File: src/rtl/a2d_conv_sched.sv
// a2d_conv_sched: round-robin conversion scheduler for the DE0 A2D (ADC128S-style).
// One slot per timer tick, cycling battery -> current -> brake -> torque. Each slot sends
// the channel in a first SPI transaction and reads the 12-bit result in a second one.
// FAST_SIM=1 shortens the tick period to 2^9 clks for simulation.
// Optional feature: define A2D_OVERSAMPLE_EN to run 4 conversions per slot and store
// the 14-bit sum shifted right by two.
module a2d_conv_sched #(
  parameter bit          FAST_SIM  = 1'b1,
  parameter int unsigned PERIOD_W  = 14,
  parameter logic [2:0]  CH_BATT   = 3'd0,
  parameter logic [2:0]  CH_CURR   = 3'd1,
  parameter logic [2:0]  CH_BRAKE  = 3'd3,
  parameter logic [2:0]  CH_TORQUE = 3'd4
) (
  input  logic        clk,
  input  logic        rst_n,
  input  logic        en,
  input  logic        spi_done,
  input  logic [15:0] spi_rd,
  output logic        spi_wrt,
  output logic [15:0] spi_cmd,
  output logic [11:0] batt,
  output logic [11:0] curr,
  output logic [11:0] brake,
  output logic [11:0] torque,
  output logic [3:0]  rdy,
  output logic        ovr
);

  localparam int unsigned CntW = FAST_SIM ? 32'd9 : PERIOD_W;

  localparam logic [2:0] StIdle = 3'd0;
  localparam logic [2:0] StCmd  = 3'd1;
  localparam logic [2:0] StGap  = 3'd2;
  localparam logic [2:0] StRead = 3'd3;
`ifdef A2D_OVERSAMPLE_EN
  localparam logic [2:0] StNext = 3'd4;
`endif

  logic [CntW-1:0] cnt_q;
  logic            tick;
  logic            pending_q;
  logic            ovr_q;
  logic [2:0]      state_q, state_d;
  logic            launch;
  logic            wrt_d, wrt_q;
  logic            store;
  logic            rd_done;
  logic            last_conv;
  logic [1:0]      slot_q;
  logic [2:0]      chnl;
  logic [15:0]     cmd_q;
  logic [11:0]     result;
  logic [11:0]     batt_q, curr_q, brake_q, torque_q;
  logic [3:0]      rdy_q;
  logic            unused_rd;

  // Tick fires on the all-ones count; a held counter (en low) never ticks.
  assign tick    = en & (&cnt_q);
  assign launch  = (state_q == StIdle) & en & (pending_q | tick);
  assign rd_done = (state_q == StRead) & spi_done;

  // Upper read bits carry no conversion data on this part.
  assign unused_rd = ^spi_rd[15:12];

  // Free-running tick counter, frozen while scheduling is disabled.
  always_ff @(posedge clk or negedge rst_n) begin
    if (!rst_n) begin
      cnt_q <= '0;
    end else if (en) begin
      cnt_q <= cnt_q + CntW'(1);
    end
  end

  // Single-entry tick queue; a tick that finds it full is dropped and flagged.
  always_ff @(posedge clk or negedge rst_n) begin
    if (!rst_n) begin
      pending_q <= 1'b0;
      ovr_q     <= 1'b0;
    end else begin
      if (tick && pending_q) begin
        ovr_q <= 1'b1;
      end
      if (launch) begin
        pending_q <= 1'b0;
      end else if (tick) begin
        pending_q <= 1'b1;
      end
    end
  end

  // Channel number for the slot currently being served.
  always_comb begin
    chnl = CH_BATT;
    unique case (slot_q)
      2'd0: chnl = CH_BATT;
      2'd1: chnl = CH_CURR;
      2'd2: chnl = CH_BRAKE;
      2'd3: chnl = CH_TORQUE;
      default: chnl = CH_BATT;
    endcase
  end

`ifdef A2D_OVERSAMPLE_EN
  logic [1:0]  conv_q;
  logic [13:0] sum_q;
  logic [13:0] sum_nxt;

  assign sum_nxt   = sum_q + {2'b00, spi_rd[11:0]};
  assign last_conv = (conv_q == 2'd3);
  assign result    = sum_nxt[13:2];

  // Accumulate the four samples of a slot; the sum restarts once the slot is stored.
  always_ff @(posedge clk or negedge rst_n) begin
    if (!rst_n) begin
      conv_q <= '0;
      sum_q  <= '0;
    end else if (rd_done) begin
      conv_q <= conv_q + 2'd1;
      sum_q  <= last_conv ? '0 : sum_nxt;
    end
  end
`else
  assign last_conv = 1'b1;
  assign result    = spi_rd[11:0];
`endif

  // Slot sequencer: command transaction, one dead clk, result transaction.
  always_comb begin
    state_d = state_q;
    wrt_d   = 1'b0;
    store   = 1'b0;
    unique case (state_q)
      StIdle: begin
        if (launch) begin
          wrt_d   = 1'b1;
          state_d = StCmd;
        end
      end
      StCmd: begin
        if (spi_done) begin
          state_d = StGap;
        end
      end
      StGap: begin
        wrt_d   = 1'b1;
        state_d = StRead;
      end
      StRead: begin
        if (spi_done) begin
          store = last_conv;
`ifdef A2D_OVERSAMPLE_EN
          state_d = last_conv ? StIdle : StNext;
`else
          state_d = StIdle;
`endif
        end
      end
`ifdef A2D_OVERSAMPLE_EN
      // Dead clk before the next conversion of the same channel.
      StNext: begin
        wrt_d   = 1'b1;
        state_d = StCmd;
      end
`endif
      default: state_d = StIdle;
    endcase
  end

  // Sequencer state, SPI start strobe and the command word held for the whole slot.
  always_ff @(posedge clk or negedge rst_n) begin
    if (!rst_n) begin
      state_q <= StIdle;
      wrt_q   <= 1'b0;
      cmd_q   <= '0;
    end else begin
      state_q <= state_d;
      wrt_q   <= wrt_d;
      if (launch) begin
        cmd_q <= {2'b00, chnl, 11'h000};
      end
    end
  end

  // Result registers, update strobes and slot pointer move together on the final read.
  always_ff @(posedge clk or negedge rst_n) begin
    if (!rst_n) begin
      batt_q   <= '0;
      curr_q   <= '0;
      brake_q  <= '0;
      torque_q <= '0;
      rdy_q    <= '0;
      slot_q   <= '0;
    end else begin
      rdy_q <= '0;
      if (store) begin
        rdy_q  <= 4'b0001 << slot_q;
        slot_q <= slot_q + 2'd1;
        unique case (slot_q)
          2'd0: batt_q   <= result;
          2'd1: curr_q   <= result;
          2'd2: brake_q  <= result;
          2'd3: torque_q <= result;
          default: batt_q <= result;
        endcase
      end
    end
  end

  assign spi_wrt = wrt_q;
  assign spi_cmd = cmd_q;
  assign batt    = batt_q;
  assign curr    = curr_q;
  assign brake   = brake_q;
  assign torque  = torque_q;
  assign rdy     = rdy_q;
  assign ovr     = ovr_q;

endmodule

File: config.mk
export PLATFORM = sky130hd
export DESIGN_NAME = a2d_conv_sched
export DESIGN_NICKNAME = d
export VERILOG_FILES = /design/src/rtl/a2d_conv_sched.sv
export SDC_FILE = /design/constraint.sdc
export NUM_CORES = 1
export LEC_CHECK = 0
export BUFFER_PORTS_ARGS = -buffer_cell sky130_fd_sc_hd__buf_2
export CAP_MARGIN = 40
export CORE_AREA = 2 2 81 83
export CTS_CLUSTER_DIAMETER = 120
export DETAILED_ROUTE_END_ITERATION = 8
export DIE_AREA = 0 0 83 85
export GPL_TIMING_DRIVEN = 0
export PLACE_DENSITY = 0.77
export SLEW_MARGIN = 20
export SYNTH_ARGS = -nofsm -noshare
export SYNTH_HDL_FRONTEND = slang
export SYNTH_SLANG_ARGS = --single-unit
File: constraint.sdc
create_clock -name clk -period 2 [get_ports clk]
set_input_delay 0.4 -clock clk [delete_from_list [all_inputs] [get_ports clk]]
set_output_delay 0.4 -clock clk [all_outputs]
set_load 0.02 [all_outputs]
==> metrics.md <==
| Metric | Value |
|---|---|
| Final HPWL DP | roughly 4000 µm |
| Critical Path RT | 2.22 ns |
| Vias | 1772 |
| Post-synth EDFFs | 0 |
| Max incr delay on CP | approximately 0.39 ns |
| First-pass GRT wire length | 9390 µm |
| Ys async rst share | 100% |
| Register area share after synthesis | roughly 58% |
| CP Capture Type | flop |
| Syn_area_per_cell | 15.9 µm² |
| Place WS | 0.0493 ns |
| Clk pin slew, worst setup/hold paths | around 0.080 ns |
| Antenna diode count | 0 |
| Tmin final | ~1.9 ns |
| Power Total | 3.23 mW |
| Synthesized area | 3070 µm² |
| DIE HEIGHT | about 85 µm |
| R2r setup slk | 0.15 ns |
| Min-delay worst type | primary input to asynchronous set/reset pin |
| Final worst slack | 0.149 ns |
| Drt first pass iters | 4 |
| Rows | 29 |
| Largest net degree at the start of global routing | 40 |
| Slew Viols, Final | 0 |
| RSZ-0062 raised after global routing | no |
| Yosys top cell by area | dfrtp_1 |
| Max frequency | 540 MHz |
| Top post-synthesis cells by area | dfrtp_1 (58%), mux2_4 (18%), mux2_2 (7.0%), ha_1 (4.1%), buf_4 (3.2%) |
| Crit path launch type | flop |
| Clock H-tree levels | 3 |
| Post-Syn Instances | slightly below 200 |
| Max_cap viols | 0 |
| Cell Pwr Density | 835 nW/µm² |
| Reg2Reg Depth | 6 |
| Die X-Extent | approximately 83 µm |
| Yosys cell types | 23 |
| Main synth FF type | dfrtp_1 |
| Max VDD drop | 0.481 mV |
| Hold_buf cts | 0 |
| Fin crit share | roughly 90% |
| Clock Latency Late Sink | 0.33 ns |
| Proportion of layout cells with a drive suffix above 1 | approximately 58% |
| Ys Warns | 0 |
| Total negative slack | 0 ns |
| Vias in the first global route | 1811 |
| Count leader, synth | dfrtp_1 |
| Worst Setup Path Type | flop to flop |
| Area growth syn-to-layout | 26.1% |
| Crit path max fanout | 5 |
| Vias per inst | 4.75 |
| Final Net Count | ~320 |
| Std-Cell Core Area | slightly above 6000 µm² |
| Final Hold Viols | 0 |
| #FFs+latches synth | about 70 |
| Critical R2R Launch | cnt_q[2] |
| Wire per inst | 14.8 µm |
| Fill count | around 470 |
| Clock sink count | 71 |
| CP arrival | 2.07 ns |
| Clock Tree Root | clkbuf_8 |
| Congestion Overflow GR | 0 |
| Status | finished, final reports clean |
| Final setup viols | 0 |
| Synth cell count leaders | dfrtp_1 (71), mux2_4 (36), mux2_2 (19), buf_4 (13), ha_1 (10) |
| Critical-path top delay cell | dfrtp_1 |
| Routed wire length | 5520 µm |
| Crit path top cell by count | and4_1 |
| LEAKAGE | 2.29 nW |
| Initial antenna violation count | 0 |
| RePlAce Congestion | approximately 0.75 |
| DRC | 0 |
| Starting Density | 49.4% |
| Post-route ant nets | 0 |
| Max clock buf depth | 2 |
| DR iter-0 viols | 54 |
| CTS tree | built |
| Share of the synthesized area in the top cell type | 57.9% |
| # port buffers | 72 |
| CTS buffer count | 9 |
| CP cell instances | and4_1, and4_1, ha_2, o211ai_2, a21oi_2, mux2_2 |
| Die area | approximately 7000 µm² |
| Worst Clk Skew | 0.0102 ns |
| I/O pin cnt | 90 |
| GRT Total Usage | 17.1% |
| Capture point of the worst reg-to-reg path | state_q[1] |
-- logic make-up after synthesis --
logic type                 after synthesis  share of synthesized area, %
DFF                                     71                          57.9
muxes                                   55                          24.6
buffers and inverters                   26                          5.79
and+or+nand+nor                         15                          3.39
adders and majority gates               10                          4.08
xor gates and xnor gates                 8                          2.28
AOI/OAI and AO/OA                        7                          1.84
other                                    1                         0.122
-- registers in the layout, summed over array words and instances (netlist names) --
signal,count
batt,12
brake,12
curr,12
torque,12
cnt_q,9
rdy,4
spi_cmd,3
slot_q,2
state_q,2
ovr,1
pending_q,1
spi_wrt,1
-- where the power goes --
group          total (mW)  internal (mW)  leakage (nW)  switching, mW
combinational       0.262          0.131          1.18          0.132
sequential           1.56           1.50         0.981         0.0558
clock                1.41          0.897         0.130          0.512
total                3.23           2.53          2.29          0.699
-- timing repair --
item	in CTS	in global routing
setup endpoints to repair	0	1
gates resized for setup	0	2
buffers inserted	0	2
-- worst max-delay path by stage --
stage,from,to,slack [ns],depth (start not counted)
floorplan,cnt_q[2],state_q[1],0.22,6
finish,cnt_q[2],state_q[1],0.15,6
global route,cnt_q[2],state_q[1],0.003,6
detailed placement,cnt_q[2],state_q[1],0.05,6
global placement,cnt_q[2],state_q[1],0.07,6
CTS,cnt_q[2],state_q[1],0.04,6
-- per-stage QoR --
| step | hold WS [ns] | cell area, µm² | utilization [%] | std cells |
|---|---|---|---|---|
| floorplan | 0.104 | 3110 | - | 205 |
| global placement | 0.453 | 3570 | 57.5 | 354 |
| detailed placement | 0.369 | 3590 | 57.9 | 355 |
| CTS | 0.00351 | 3850 | 62.0 | 371 |
| global route | 0.00962 | 3870 | 62.4 | 373 |
| finish | 0.00179 | 3870 | 62.4 | 373 |
-- routing by layer --
metal	vias up	part of all wire [%]	wire length [µm]	global-route usage, %
met5	-	0	0	0
met4	0	0.98	54	7.60
met3	5	4.7	258	4.18
met2	52	49	2730	26.5
met1	883	45	2470	23.0
li1	832	-	-	-
-- worst max-delay path: cells and delay by family, from the launching register on --
kind	cells	cell delay [ns]
AO/OA/AOI/OAI	2	0.35
AND/OR/NAND/NOR	2	0.46
multiplexers	1	0.35
flip-flops	1	0.39
adder cells (fa/ha/maj)	1	0.20
-- cells in the final DEF, fill, tap and decap left out --
| cell | instances |
|---|---|
| mux2_2 | 19 |
| inv_1 | 8 |
| and3_1 | 1 |
| buf_4 | 16 |
| nand2b_1 | 1 |
| xor2_1 | 1 |
| nand2_1 | 3 |
| o32a_1 | 1 |
| and4_1 | 2 |
| nand3_2 | 4 |
| buf_2 | 72 |
| o21ba_2 | 1 |
| mux2_4 | 36 |
| clkbuf_8 | 11 |
| buf_6 | 4 |
| buf_12 | 1 |
| conb_1 | 13 |
| nand3_1 | 2 |
| xnor2_1 | 7 |
| o211ai_2 | 1 |
| a21oi_2 | 1 |
| ha_1 | 9 |
| a31o_2 | 1 |
| bufinv_16 | 3 |
| clkinv_4 | 1 |
| ha_2 | 1 |
| a21oi_1 | 2 |
| clkinv_2 | 1 |
| nand4_1 | 2 |
| dfrtp_1 | 71 |
-- area by class of cell --
class | count | area (µm²) | share of cell area, %
multi-input cells | 108 | 1160 | 30.1
repair buffers | 75 | 398 | 10.3
flip-flops and latches | 71 | 1780 | 45.9
clock inverters | 5 | 104 | 2.68
inverters | 8 | 30.0 | 0.776
clock buffers | 11 | 151 | 3.91
well taps | 77 | 96.3 | 2.49
plain buffers | 18 | 148 | 3.82
Note: power is estimated with default switching activity, not from simulation.
